File: src/rtl/stepper_motion_sequencer.sv
`default_nettype none
// +---------------------------------------------------------------------------+
// | stepper_motion_sequencer: Avalon-MM trapezoidal step/direction generator. |
// | Optional macro STEP_POSITION_COUNTER_EN enables register 6 (position).    |
// | Revision: 1.0                                                             |
// +---------------------------------------------------------------------------+
module stepper_motion_sequencer #(
  parameter int PULSE_WIDTH = 10
) (
  input  logic        csi_MCLK_clk,
  input  logic        rsi_MRST_reset,
  input  logic [2:0]  avs_ctrl_address,
  input  logic [31:0] avs_ctrl_writedata,
  input  logic [3:0]  avs_ctrl_byteenable,
  input  logic        avs_ctrl_write,
  input  logic        avs_ctrl_read,
  output logic [31:0] avs_ctrl_readdata,
  output logic        avs_ctrl_waitrequest,
  output logic        coe_step,
  output logic        coe_dir,
  output logic        coe_enable,
  output logic        ins_irq
);
  localparam logic [31:0]       c_MIN_FLOOR = 32'(2 * PULSE_WIDTH);
  localparam int                c_PW_W      = (PULSE_WIDTH > 1) ? $clog2(PULSE_WIDTH) : 1;
  localparam logic [c_PW_W-1:0] c_PW_LOAD   = c_PW_W'(PULSE_WIDTH - 1);

  typedef enum logic [2:0] {
    S_IDLE   = 3'd0,
    S_ACCEL  = 3'd1,
    S_CRUISE = 3'd2,
    S_DECEL  = 3'd3,
    S_DONE   = 3'd4
  } state_t;

  state_t            r_state, w_state_nxt, w_step_state;
  logic [31:0]       r_steps, r_start_period, r_min_period, r_accel;
  logic [31:0]       r_min_eff, r_period, r_ramp, r_remaining, r_timer;
  logic              r_ctrl_dir, r_enable, r_done, r_aborted;
  logic [c_PW_W-1:0] r_pulse_cnt;
  logic [31:0]       w_min_eff, w_first_period, w_load_period, w_period_nxt, w_ramp_nxt;
  logic [31:0]       w_remaining_nxt, w_position;
  logic              w_ctrl_wr, w_start, w_abort, w_status_clr, w_running, w_step;
  logic              w_cruise_first, w_busy;

  function automatic logic [31:0] f_merge(input logic [31:0] old_v, input logic [31:0] wd,
                                          input logic [3:0] be);
    logic [31:0] v;
    v = old_v;
    for (int i = 0; i < 4; i++) if (be[i]) v[8*i +: 8] = wd[8*i +: 8];
    return v;
  endfunction

  function automatic logic [31:0] f_sat_add(input logic [31:0] a, input logic [31:0] b);
    logic [32:0] s;
    s = {1'b0, a} + {1'b0, b};
    return s[32] ? 32'hFFFF_FFFF : s[31:0];
  endfunction

  assign w_ctrl_wr      = avs_ctrl_write && (avs_ctrl_address == 3'd4);
  assign w_start        = w_ctrl_wr && avs_ctrl_writedata[0] && (r_state == S_IDLE);
  assign w_abort        = w_ctrl_wr && avs_ctrl_writedata[1] && (r_state != S_IDLE);
  assign w_status_clr   = avs_ctrl_write && (avs_ctrl_address == 3'd5) && avs_ctrl_writedata[1];
  assign w_min_eff      = (r_min_period > c_MIN_FLOOR) ? r_min_period : c_MIN_FLOOR;
  assign w_first_period = (r_start_period > w_min_eff) ? r_start_period : w_min_eff;
  assign w_cruise_first = (r_accel == 32'd0) || (w_first_period == w_min_eff);
  assign w_load_period  = w_cruise_first ? w_min_eff : w_first_period;
  assign w_running      = (r_state == S_ACCEL) || (r_state == S_CRUISE) || (r_state == S_DECEL);
  assign w_step         = w_running && !w_abort && (r_remaining != 32'd0) && (r_timer == 32'd1);
  assign w_busy         = (r_state != S_IDLE);

  assign avs_ctrl_waitrequest = 1'b0;
  assign coe_enable           = r_enable;
  assign ins_irq              = r_done | r_aborted;

  // Per-step profile update; reaching zero remaining holds the state for one
  // cycle so DONE lands on the edge after the final rising edge.
  always_comb begin
    w_period_nxt    = r_period;
    w_ramp_nxt      = r_ramp;
    w_step_state    = r_state;
    w_remaining_nxt = r_remaining - 32'd1;
    if (r_state == S_ACCEL) begin
      if (r_accel >= (r_period - r_min_eff)) begin
        w_period_nxt = r_min_eff;
        w_step_state = S_CRUISE;
      end else begin
        w_period_nxt = r_period - r_accel;
      end
      w_ramp_nxt = r_ramp + 32'd1;
    end
    if (w_remaining_nxt != 32'd0) begin
      if ((w_step_state != S_DECEL) && (w_remaining_nxt <= w_ramp_nxt)) begin
        w_step_state = S_DECEL;
        w_period_nxt = f_sat_add(w_period_nxt, r_accel);
        w_ramp_nxt   = w_ramp_nxt - 32'd1;
      end else if (r_state == S_DECEL) begin
        w_period_nxt = f_sat_add(w_period_nxt, r_accel);
        w_ramp_nxt   = (w_ramp_nxt == 32'd0) ? 32'd0 : w_ramp_nxt - 32'd1;
      end
    end
  end

  always_comb begin
    w_state_nxt = r_state;
    case (r_state)
      S_IDLE: begin
        if (w_start) begin
          if (r_steps == 32'd0)    w_state_nxt = S_DONE;
          else if (w_cruise_first) w_state_nxt = S_CRUISE;
          else                     w_state_nxt = S_ACCEL;
        end
      end
      S_ACCEL, S_CRUISE, S_DECEL: begin
        if (w_abort)                     w_state_nxt = S_IDLE;
        else if (w_step)                 w_state_nxt = w_step_state;
        else if (r_remaining == 32'd0)   w_state_nxt = S_DONE;
      end
      default: w_state_nxt = S_IDLE;
    endcase
  end

  always_ff @(posedge csi_MCLK_clk or posedge rsi_MRST_reset) begin
    if (rsi_MRST_reset) r_state <= S_IDLE;
    else                r_state <= w_state_nxt;
  end

  always_ff @(posedge csi_MCLK_clk or posedge rsi_MRST_reset) begin
    if (rsi_MRST_reset) begin
      r_min_eff   <= 32'd0;
      r_period    <= 32'd0;
      r_timer     <= 32'd0;
      r_ramp      <= 32'd0;
      r_remaining <= 32'd0;
      coe_dir     <= 1'b0;
      coe_step    <= 1'b0;
      r_pulse_cnt <= '0;
    end else begin
      if (w_start) begin
        r_min_eff   <= w_min_eff;
        r_period    <= w_load_period;
        r_timer     <= w_load_period;
        r_ramp      <= 32'd0;
        r_remaining <= r_steps;
        coe_dir     <= avs_ctrl_writedata[2];
      end else if (w_step) begin
        r_period    <= w_period_nxt;
        r_timer     <= w_period_nxt;
        r_ramp      <= w_ramp_nxt;
        r_remaining <= w_remaining_nxt;
      end else if (w_running && (r_timer != 32'd0)) begin
        r_timer <= r_timer - 32'd1;
      end

      // The pulse runs its full width independently of the FSM; only abort cuts it.
      if (w_abort) begin
        coe_step <= 1'b0;
      end else if (w_step) begin
        coe_step    <= 1'b1;
        r_pulse_cnt <= c_PW_LOAD;
      end else if (coe_step) begin
        if (r_pulse_cnt == '0) coe_step <= 1'b0;
        else                   r_pulse_cnt <= r_pulse_cnt - c_PW_W'(1);
      end
    end
  end

  always_ff @(posedge csi_MCLK_clk or posedge rsi_MRST_reset) begin
    if (rsi_MRST_reset) begin
      r_steps        <= 32'd0;
      r_start_period <= 32'd0;
      r_min_period   <= 32'd0;
      r_accel        <= 32'd0;
      r_ctrl_dir     <= 1'b0;
      r_enable       <= 1'b0;
      r_done         <= 1'b0;
      r_aborted      <= 1'b0;
    end else begin
      if (avs_ctrl_write) begin
        case (avs_ctrl_address)
          3'd0: r_steps        <= f_merge(r_steps, avs_ctrl_writedata, avs_ctrl_byteenable);
          3'd1: r_start_period <= f_merge(r_start_period, avs_ctrl_writedata, avs_ctrl_byteenable);
          3'd2: r_min_period   <= f_merge(r_min_period, avs_ctrl_writedata, avs_ctrl_byteenable);
          3'd3: r_accel        <= f_merge(r_accel, avs_ctrl_writedata, avs_ctrl_byteenable);
          3'd4: begin
            r_ctrl_dir <= avs_ctrl_writedata[2];
            r_enable   <= avs_ctrl_writedata[3];
          end
          default: ;
        endcase
      end
      // Later assignments win, so a set event overrides a same-cycle clear.
      if (w_start || w_status_clr) begin
        r_done    <= 1'b0;
        r_aborted <= 1'b0;
      end
      if ((w_state_nxt == S_DONE) && (r_state != S_DONE)) r_done <= 1'b1;
      if (w_abort) r_aborted <= 1'b1;
    end
  end

`ifdef STEP_POSITION_COUNTER_EN
  logic [31:0] r_position;
  always_ff @(posedge csi_MCLK_clk or posedge rsi_MRST_reset) begin
    if (rsi_MRST_reset)                                       r_position <= 32'd0;
    else if (avs_ctrl_write && (avs_ctrl_address == 3'd6))    r_position <= avs_ctrl_writedata;
    else if (w_step)                                          r_position <= coe_dir ? r_position + 32'd1
                                                                                    : r_position - 32'd1;
  end
  assign w_position = r_position;
`else
  assign w_position = 32'd0;
`endif

  always_ff @(posedge csi_MCLK_clk or posedge rsi_MRST_reset) begin
    if (rsi_MRST_reset) begin
      avs_ctrl_readdata <= 32'd0;
    end else if (avs_ctrl_read) begin
      case (avs_ctrl_address)
        3'd0:    avs_ctrl_readdata <= r_steps;
        3'd1:    avs_ctrl_readdata <= r_start_period;
        3'd2:    avs_ctrl_readdata <= r_min_period;
        3'd3:    avs_ctrl_readdata <= r_accel;
        3'd4:    avs_ctrl_readdata <= {28'd0, r_enable, r_ctrl_dir, 2'b00};
        3'd5:    avs_ctrl_readdata <= {29'd0, r_aborted, r_done, w_busy};
        3'd6:    avs_ctrl_readdata <= w_position;
        default: avs_ctrl_readdata <= r_remaining;
      endcase
    end
  end
endmodule
`default_nettype wire
File: config.mk
export PLATFORM = sky130hd
export DESIGN_NAME = stepper_motion_sequencer
export DESIGN_NICKNAME = d
export VERILOG_FILES = /design/src/rtl/stepper_motion_sequencer.sv
export SDC_FILE = /design/constraint.sdc
export NUM_CORES = 1
export LEC_CHECK = 0
export BUFFER_PORTS_ARGS = -buffer_cell sky130_fd_sc_hd__buf_2
export CELL_PAD_IN_SITES_DETAIL_PLACEMENT = 2
export CELL_PAD_IN_SITES_GLOBAL_PLACEMENT = 2
export CORE_MARGIN = 2
export CORE_UTILIZATION = 43
export CTS_CLUSTER_SIZE = 14
export DETAILED_ROUTE_END_ITERATION = 8
export PLACE_DENSITY = 0.89
export SYNTH_ARGS = -nofsm -noshare
export SYNTH_HDL_FRONTEND = slang
export SYNTH_SLANG_ARGS = --single-unit
export TNS_END_PERCENT = 10
File: constraint.sdc
create_clock -name csi_MCLK_clk -period 21 [get_ports csi_MCLK_clk]
set_clock_uncertainty 0.15 [all_clocks]
set_input_delay 3.15 -clock csi_MCLK_clk [delete_from_list [all_inputs] [get_ports csi_MCLK_clk]]
set_output_delay 3.15 -clock csi_MCLK_clk [all_outputs]
set_load 0.1 [all_outputs]
==> results.md, run 1 <==
- Syn_nets: 3343
- CORE AREA: 0.0616 mm^2
- GP Congestion: 0.977
- Clock Tree Root: clkbuf_16
- Die ar.: 0.0642 mm^2
- Synth Flop Type: dfrtp_1
- Post-CTS Setup Inserts: 0
- Pre-antenna DRT Iters: 8
- Clock sinks: 333
- Pre-CTS setup slack: 10.99 ns
- Share of cells above drive strength 1: 0.129
- Critical path endpoint category: flip-flop
- Clock latency on the worst-skew pair: 0.62 ns
- Hold Path Class: reg2reg
- H-tree Lvls: 2
- Initial Util: 0.434
- CP max-delay cell: a2111oi_0
- IO Pins: 80
- Detailed-route wire length per cell: 36.0 um
- Placement Rows: 91
- PostCTS Resize Cnt: 0
- Post-synth top area cell: dfrtp_1
- Post-synth EDFFs: 0
- Worst Setup Path Type: reg2reg
- Port buffer count: 78
- Die Ht: 253 um
- Worst Path Arrival: 10.41 ns
- Final Core Density: 0.476
- Hold Buf Count CTS: 0
- Top cells by area, synth: dfrtp_1, ha_1, mux2_2
- Mapped Cells: 3096
- Post-Syn Area: 0.0267 mm^2
- Crit Path Max Fanout: 55
- Routed vias/inst: 7.16
- Ys Warns: 0
- HPWL after DPL: 100 mm
- Iteration-0 DRC Markers: 3008
- GRT overflow: 0
- Register area share after synthesis: 0.312
- Setup TNS: 0 ns
- CP startpoint: r_period[0]
- Worst path max stage delay: 0.67 ns
- RR Startpoint: r_period[0]
- Largest net degree at the start of global routing: 120
- Fmax: 0.0991 GHz
- CP most frequent cell: a21oi_1
- Final setup margin: 10.91 ns
- Fillers: 6657
- Maxcap violations: 0
- Status: complete, no violations
- WP data required: 21.32 ns
- Static Leak: 13.2 nW
- Area grow syn2layout: 9.70%
- Tightest Pin Transition: 1.37 ns
- Clk pin slew, worst setup/hold paths: 0.06 ns
- RSZ-0062 raised after global routing: no
- Final min period: 10.09 ns
- Fin. Hold Viols: 0
- Worst hold start: avs_ctrl_readdata[3]
- Pwr/cell area: 144 mW/mm^2
- Via count of the first global-routing pass: 30635
- First-pass GRT wire length: 212 mm
- Slew HR: 0.0892
- Yosys reg bits: 333
- Yosys cell types: 96
- Max Slew Vio Count: 0
- Fin crit share: 0.481
- # setup viols final: 0
- Vias after detailed routing: 28611
- Yosys top cell area share: 0.312
- Total CTS buffers: 39
- Routed WL: 144 mm
- Total track usage: 0.448
- Nets: 3369
- Routed Antenna Nets: 0
- Peak VDD IR: 125 uV
- Worst setup SP type: flip-flop
- Die span in x: 253 um
- CTS Buffer Depth: 3
- Syn Area/Cell: 8.63 um^2
- Antenna violations before repair: 15
- CTS tree: built
- DRC violations left: 0
- Async S/R FF share, synth: 1.00
routing by layer:
| layer | vias to the layer above | track usage | wire length [um] |
|---|---|---|---|
| met3 | 747 | 0.134 | 14400 |
| met5 | - | 0 | 57 |
| li1 | 11452 | - | - |
| met2 | 1874 | 0.701 | 64000 |
| met1 | 14528 | 0.522 | 52600 |
| met4 | 10 | 0.327 | 12600 |
cells in the mapped netlist (54+ instances only):
master and instances:
nor2_1 269, mux2_2 136, nand2_1 343, inv_1 155
o21ai_0 180, a21oi_1 184, nor4_1 57, nand3_1 82
xor2_1 65, ha_1 201, nor3_1 90, clkbuf_1 106
a21o_1 54, xnor2_1 97, dfrtp_1 333
layout by cell type (no fill, tap or decap), types with 22 or more instances in the layout:
cell type	netlist	layout
o22ai_1	22	22
nand4_1	48	48
buf_2	14	78
a31oi_1	28	28
nand2b_1	24	24
a221oi_1	37	37
xor2_1	65	65
a22oi_1	32	32
mux2i_1	46	46
nand3_1	82	80
xnor2_1	97	97
o21ai_0	180	179
mux4_2	29	29
or3_1	22	22
nor3_1	90	89
a211oi_1	22	22
mux2_2	136	136
a21oi_1	184	184
o21a_1	31	31
nand2_1	343	343
dfrtp_1	333	333
ha_1	201	201
nor4_1	57	55
nor2_1	269	266
inv_1	155	154
clkbuf_16	0	39
o211ai_1	29	29
buf_4	1	42
and3_1	31	30
a21o_1	54	54
logic make-up (layout without fill, tap and decap cells):
kind of cell,Yosys count,after routing,share of synthesized area
buffers and inverters,291,341,0.0422
adders and majority gates,204,204,0.0964
DFF,333,333,0.312
muxes,211,211,0.0990
other,1,12,0.000140
AOI/OAI and AO/OA,797,797,0.197
xor gates and xnor gates,162,162,0.0531
and+or+nand+nor,1097,1097,0.200
power breakdown:
group / leakage (nW) / switching, mW / internal, mW
sequential: 4.21 / 0.314 / 0.774
clock: 0.619 / 0.328 / 0.402
combinational: 8.34 / 1.53 / 0.870
worst max-delay path, delay by kind of cell (launching register included):
kind,cells,cell delay [ns]
mux,1,0.16
xor+xnor,1,0.21
buf+inv,3,0.76
flops,1,0.39
compound gates,20,6.06
fa+ha+maj,4,1.21
simple gates,6,0.99
area by class of cell:
type                       count  area, um^2  share of cell area
multi-input combinational   2472       17300               0.591
sequential                   333        8330               0.284
clock buffer                  53        1090              0.0371
tap                          837        1050              0.0357
timing repair buffer         121         713              0.0243
inverter                     155         589              0.0201
clock inverter                12         175             0.00598
antenna                       11        27.5            0.000939
final timing paths:
kind                                   endpoint  slack [ns]  cells after the start
setup reg to reg                    r_timer[31]       10.91                     35
hold / removal             avs_ctrl_readdata[3]        0.36                      2
hold reg to reg            avs_ctrl_readdata[3]        0.36                      2
max in group asynchronous            r_timer[9]       16.45                      3
min in group asynchronous           r_steps[27]        2.48                      2
setup / recovery                    r_timer[31]       10.91                     35
stage by stage:
step                      hold WS (ns)  power, mW  instances  cell area [um^2]
after floorplan                  0.300       2.53       3096             26700
after global placement           0.297       3.13       3916             28000
after detailed placement         0.341       3.32       3916             28000
after CTS                        0.353       4.12       3981             29200
after global routing             0.397       4.41       3984             29300
final                            0.358       4.22       3994             29300
No activity file was read; power rests on OpenSTA's default activity.
==> run 2: changes to the inputs <==
--- a/config.mk
+++ b/config.mk
@@ -9,10 +9,10 @@
 export CELL_PAD_IN_SITES_DETAIL_PLACEMENT = 2
 export CELL_PAD_IN_SITES_GLOBAL_PLACEMENT = 2
 export CORE_MARGIN = 2
-export CORE_UTILIZATION = 43
+export CORE_UTILIZATION = 36
 export CTS_CLUSTER_SIZE = 14
 export DETAILED_ROUTE_END_ITERATION = 8
-export PLACE_DENSITY = 0.89
+export PLACE_DENSITY = 0.79
 export SYNTH_ARGS = -nofsm -noshare
 export SYNTH_HDL_FRONTEND = slang
 export SYNTH_SLANG_ARGS = --single-unit
==> constraint.sdc (replaced) <==
create_clock -name csi_MCLK_clk -period 8.48 [get_ports csi_MCLK_clk]
set_clock_uncertainty 0.15 [all_clocks]
set_input_delay 1.272 -clock csi_MCLK_clk [delete_from_list [all_inputs] [get_ports csi_MCLK_clk]]
set_output_delay 1.272 -clock csi_MCLK_clk [all_outputs]
set_load 0.1 [all_outputs]
==> results.md, run 2 (synthesized netlist as in run 1, its figures left out) <==
- Final setup margin: 0.297 ns (-10.61 ns)
- Most common cell after layout, fill and taps aside: nand2_1
- Final min period: 8.18 ns (-1.91 ns)
- IO Pins: 80 (unchanged)
- Fmax: 0.122 GHz (+23%)
- Iteration-0 DRC Markers: 2658 (-12%)
- Worst Setup Path Type: reg2reg
- Initial Util: 0.365 (-0.0688)
- Hold path cells: 2 (unchanged)
- Int Pwr: 5.56 mW (+170%)
- Register area: 0.00833 mm^2 (unchanged)
- DRC violations left: 0 (unchanged)
- Fin crit share: 0.965 (+0.484)
- Die ar.: 0.0764 mm^2 (+19%)
- Maxcap violations: 0 (unchanged)
- Vias after detailed routing: 27571 (-3.6%)
- Total CTS buffers: 39 (unchanged)
- Worst Path Arrival: 8.48 ns (-1.93 ns)
- Placement Rows: 99 (+8.8%)
- Port buffer count: 78 (unchanged)
- Worst Path Buf+Inv: 6 (+3)
- Fillers: 7997 (+20%)
- Total track usage: 0.338 (-0.110)
- Reg2Reg Depth: 37 (+5.7%)
- CP max-delay cell: fa_1
- GP Congestion: 0.956 (-2.2%)
- CORE AREA: 0.0732 mm^2 (+19%)
- Routed Antenna Nets: 0 (unchanged)
- WP data required: 8.78 ns (-12.54 ns)
- Critical path endpoint category: flip-flop
- Routed WL: 133 mm (-7.7%)
- Hold Buf Count CTS: 0 (unchanged)
- Sequential power share: 0.242 (-0.016)
- CTS tree: built
- Tightest Pin Transition: 1.31 ns (-0.0565 ns)
- H-tree Lvls: 2 (unchanged)
- Pwr/cell area: 357 mW/mm^2 (+150%)
- HPWL after DPL: 98.6 mm (-1.6%)
- CTS Buffer Depth: 3 (unchanged)
- Clock Tree Root: clkbuf_16
- Crit Path Max Fanout: 13 (-76%)
- Commonest non-fill, non-tap cells in the layout: nand2_1, dfrtp_1, nor2_1, ha_1, a21oi_1
- Multi-input logic area: 0.0176 mm^2 (+1.2%)
- Nets: 3481 (+3.3%)
- Status: complete, no violations
- GRT overflow: 0 (unchanged)
- Share of cells above drive strength 1: 0.172 (+0.0432)
- Fin. Hold Viols: 0 (unchanged)
- Slew HR: 0.122 (+0.0329)
- CP most frequent cell: a21oi_1
- Detailed-route wire length per cell: 31.4 um (-13%)
- Die span in x: 276 um (+9.1%)
- Die Ht: 276 um (+9.1%)
- Clock sinks: 333 (unchanged)
- Worst setup SP type: flip-flop
- Fin area: 0.0307 mm^2 (+4.6%)
- Area grow syn2layout: 14.7%
- Pre-CTS setup slack: -0.264 ns (-11.25 ns)
- Crit path max-delay family: compound AO/OA/AOI/OAI gates
- Hold Path Class: reg2reg
- Sw Pwr: 5.38 mW (+150%)
- Hold WS: 0.351 ns (-0.00683 ns)
- Pwr Total: 10.9 mW (+160%)
- Sw Ratio: 0.492 (-0.0230)
- # setup viols final: 0 (unchanged)
- Ant diodes: 0 (-11)
- Pre-antenna DRT Iters: 5 (-3)
- Peak VDD IR: 161 uV (+29%)
- Antenna violations before repair: 4 (-11)
- Clk pin slew, worst setup/hold paths: 0.07 ns (about the same)
- Via count of the first global-routing pass: 29727 (-3.0%)
- Clock latency on the worst-skew pair: 0.63 ns (about the same)
- Worst path max stage delay: 0.40 ns (-0.27 ns)
- First-pass GRT wire length: 197 mm (-7.1%)
- Static Leak: 13.8 nW (+5.0%)
- Power share of the combinational group: 0.586 (+0.017)
- Max Slew Vio Count: 0 (unchanged)
- Area after DPL: 0.0290 mm^2 (+3.6%)
- Clock share of power: 0.172 (about the same)
- Total stage count of the critical path: 37 (+5.7%)
- Routed vias/inst: 6.53 (-8.8%)
- Largest net degree at the start of global routing: 149 (+24%)
[run 2: cell count changes in the layout (fill, tap and decap cells not counted), sizes merged]
cell	previous run	this run
diode	11	0
clkbuf	54	56
inv	156	155
bufinv	3	4
clkinv	7	10
buf	120	232
[run 2: area by class of cell]
cell class	instances	share of cell area
clock inverter	15	0.00784
sequential	333	0.272
inverter	155	0.0191
tap	959	0.0391
timing repair buffer	233	0.0526
clock buffer	55	0.0367
multi-input combinational	2472	0.573
[run 2: power groups by stage]
stage	Clock [mW]	Sequential, mW	Combinational (mW)
after detailed placement	0	2.60	6.01
after CTS	1.88	2.59	6.13
final	1.88	2.65	6.41
after global placement	0	2.55	5.61
after floorplan	0	2.40	3.86
after global routing	1.94	2.66	6.93
[run 2: final timing paths]
path	start	to	slack, ns
worst max-delay path	r_period[0]	r_period[26]	0.30
worst min-delay path	avs_ctrl_readdata[11]	avs_ctrl_readdata[11]	0.35
worst max register to register	r_period[0]	r_period[26]	0.30
worst min register to register	avs_ctrl_readdata[11]	avs_ctrl_readdata[11]	0.35
max in group asynchronous	rsi_MRST_reset	r_timer[8]	5.69
min in group asynchronous	rsi_MRST_reset	r_remaining[22]	0.62
[run 2: worst min-delay path, delay by kind of cell (launching register included)]
kind / cells / cell delay, ns
flip-flops: 1 / 0.34
AND/OR/NAND/NOR: 2 / 0.12
[run 2: per-layer routing]
| metal | vias to the layer above | global-route usage | share of wire |
|---|---|---|---|
| met2 | 1232 | 0.542 | 0.46 |
| met3 | 348 | 0.0626 | 0.075 |
| met1 | 14321 | 0.432 | 0.41 |
| met4 | 4 | 0.185 | 0.060 |
| li1 | 11666 | - | - |
| met5 | - | 0 | 0.00020 |
[run 2: what timing repair did]
action	CTS	global route
pin swaps	1	16
setup endpoints to repair	29	64
gates resized for setup	11	54
buffers inserted	0	3
cloned	0	1
[run 2: stage by stage]
stage          setup TNS [ns]  cells  utilization
2_1_floorplan               0   3096            -
3_3_place_gp                0   4148        0.396
3_5_place_dp            -2.27   4148        0.396
4_1_cts                     0   4218        0.415
5_1_grt                 -1.42   4222        0.419
6_report                    0   4222        0.419
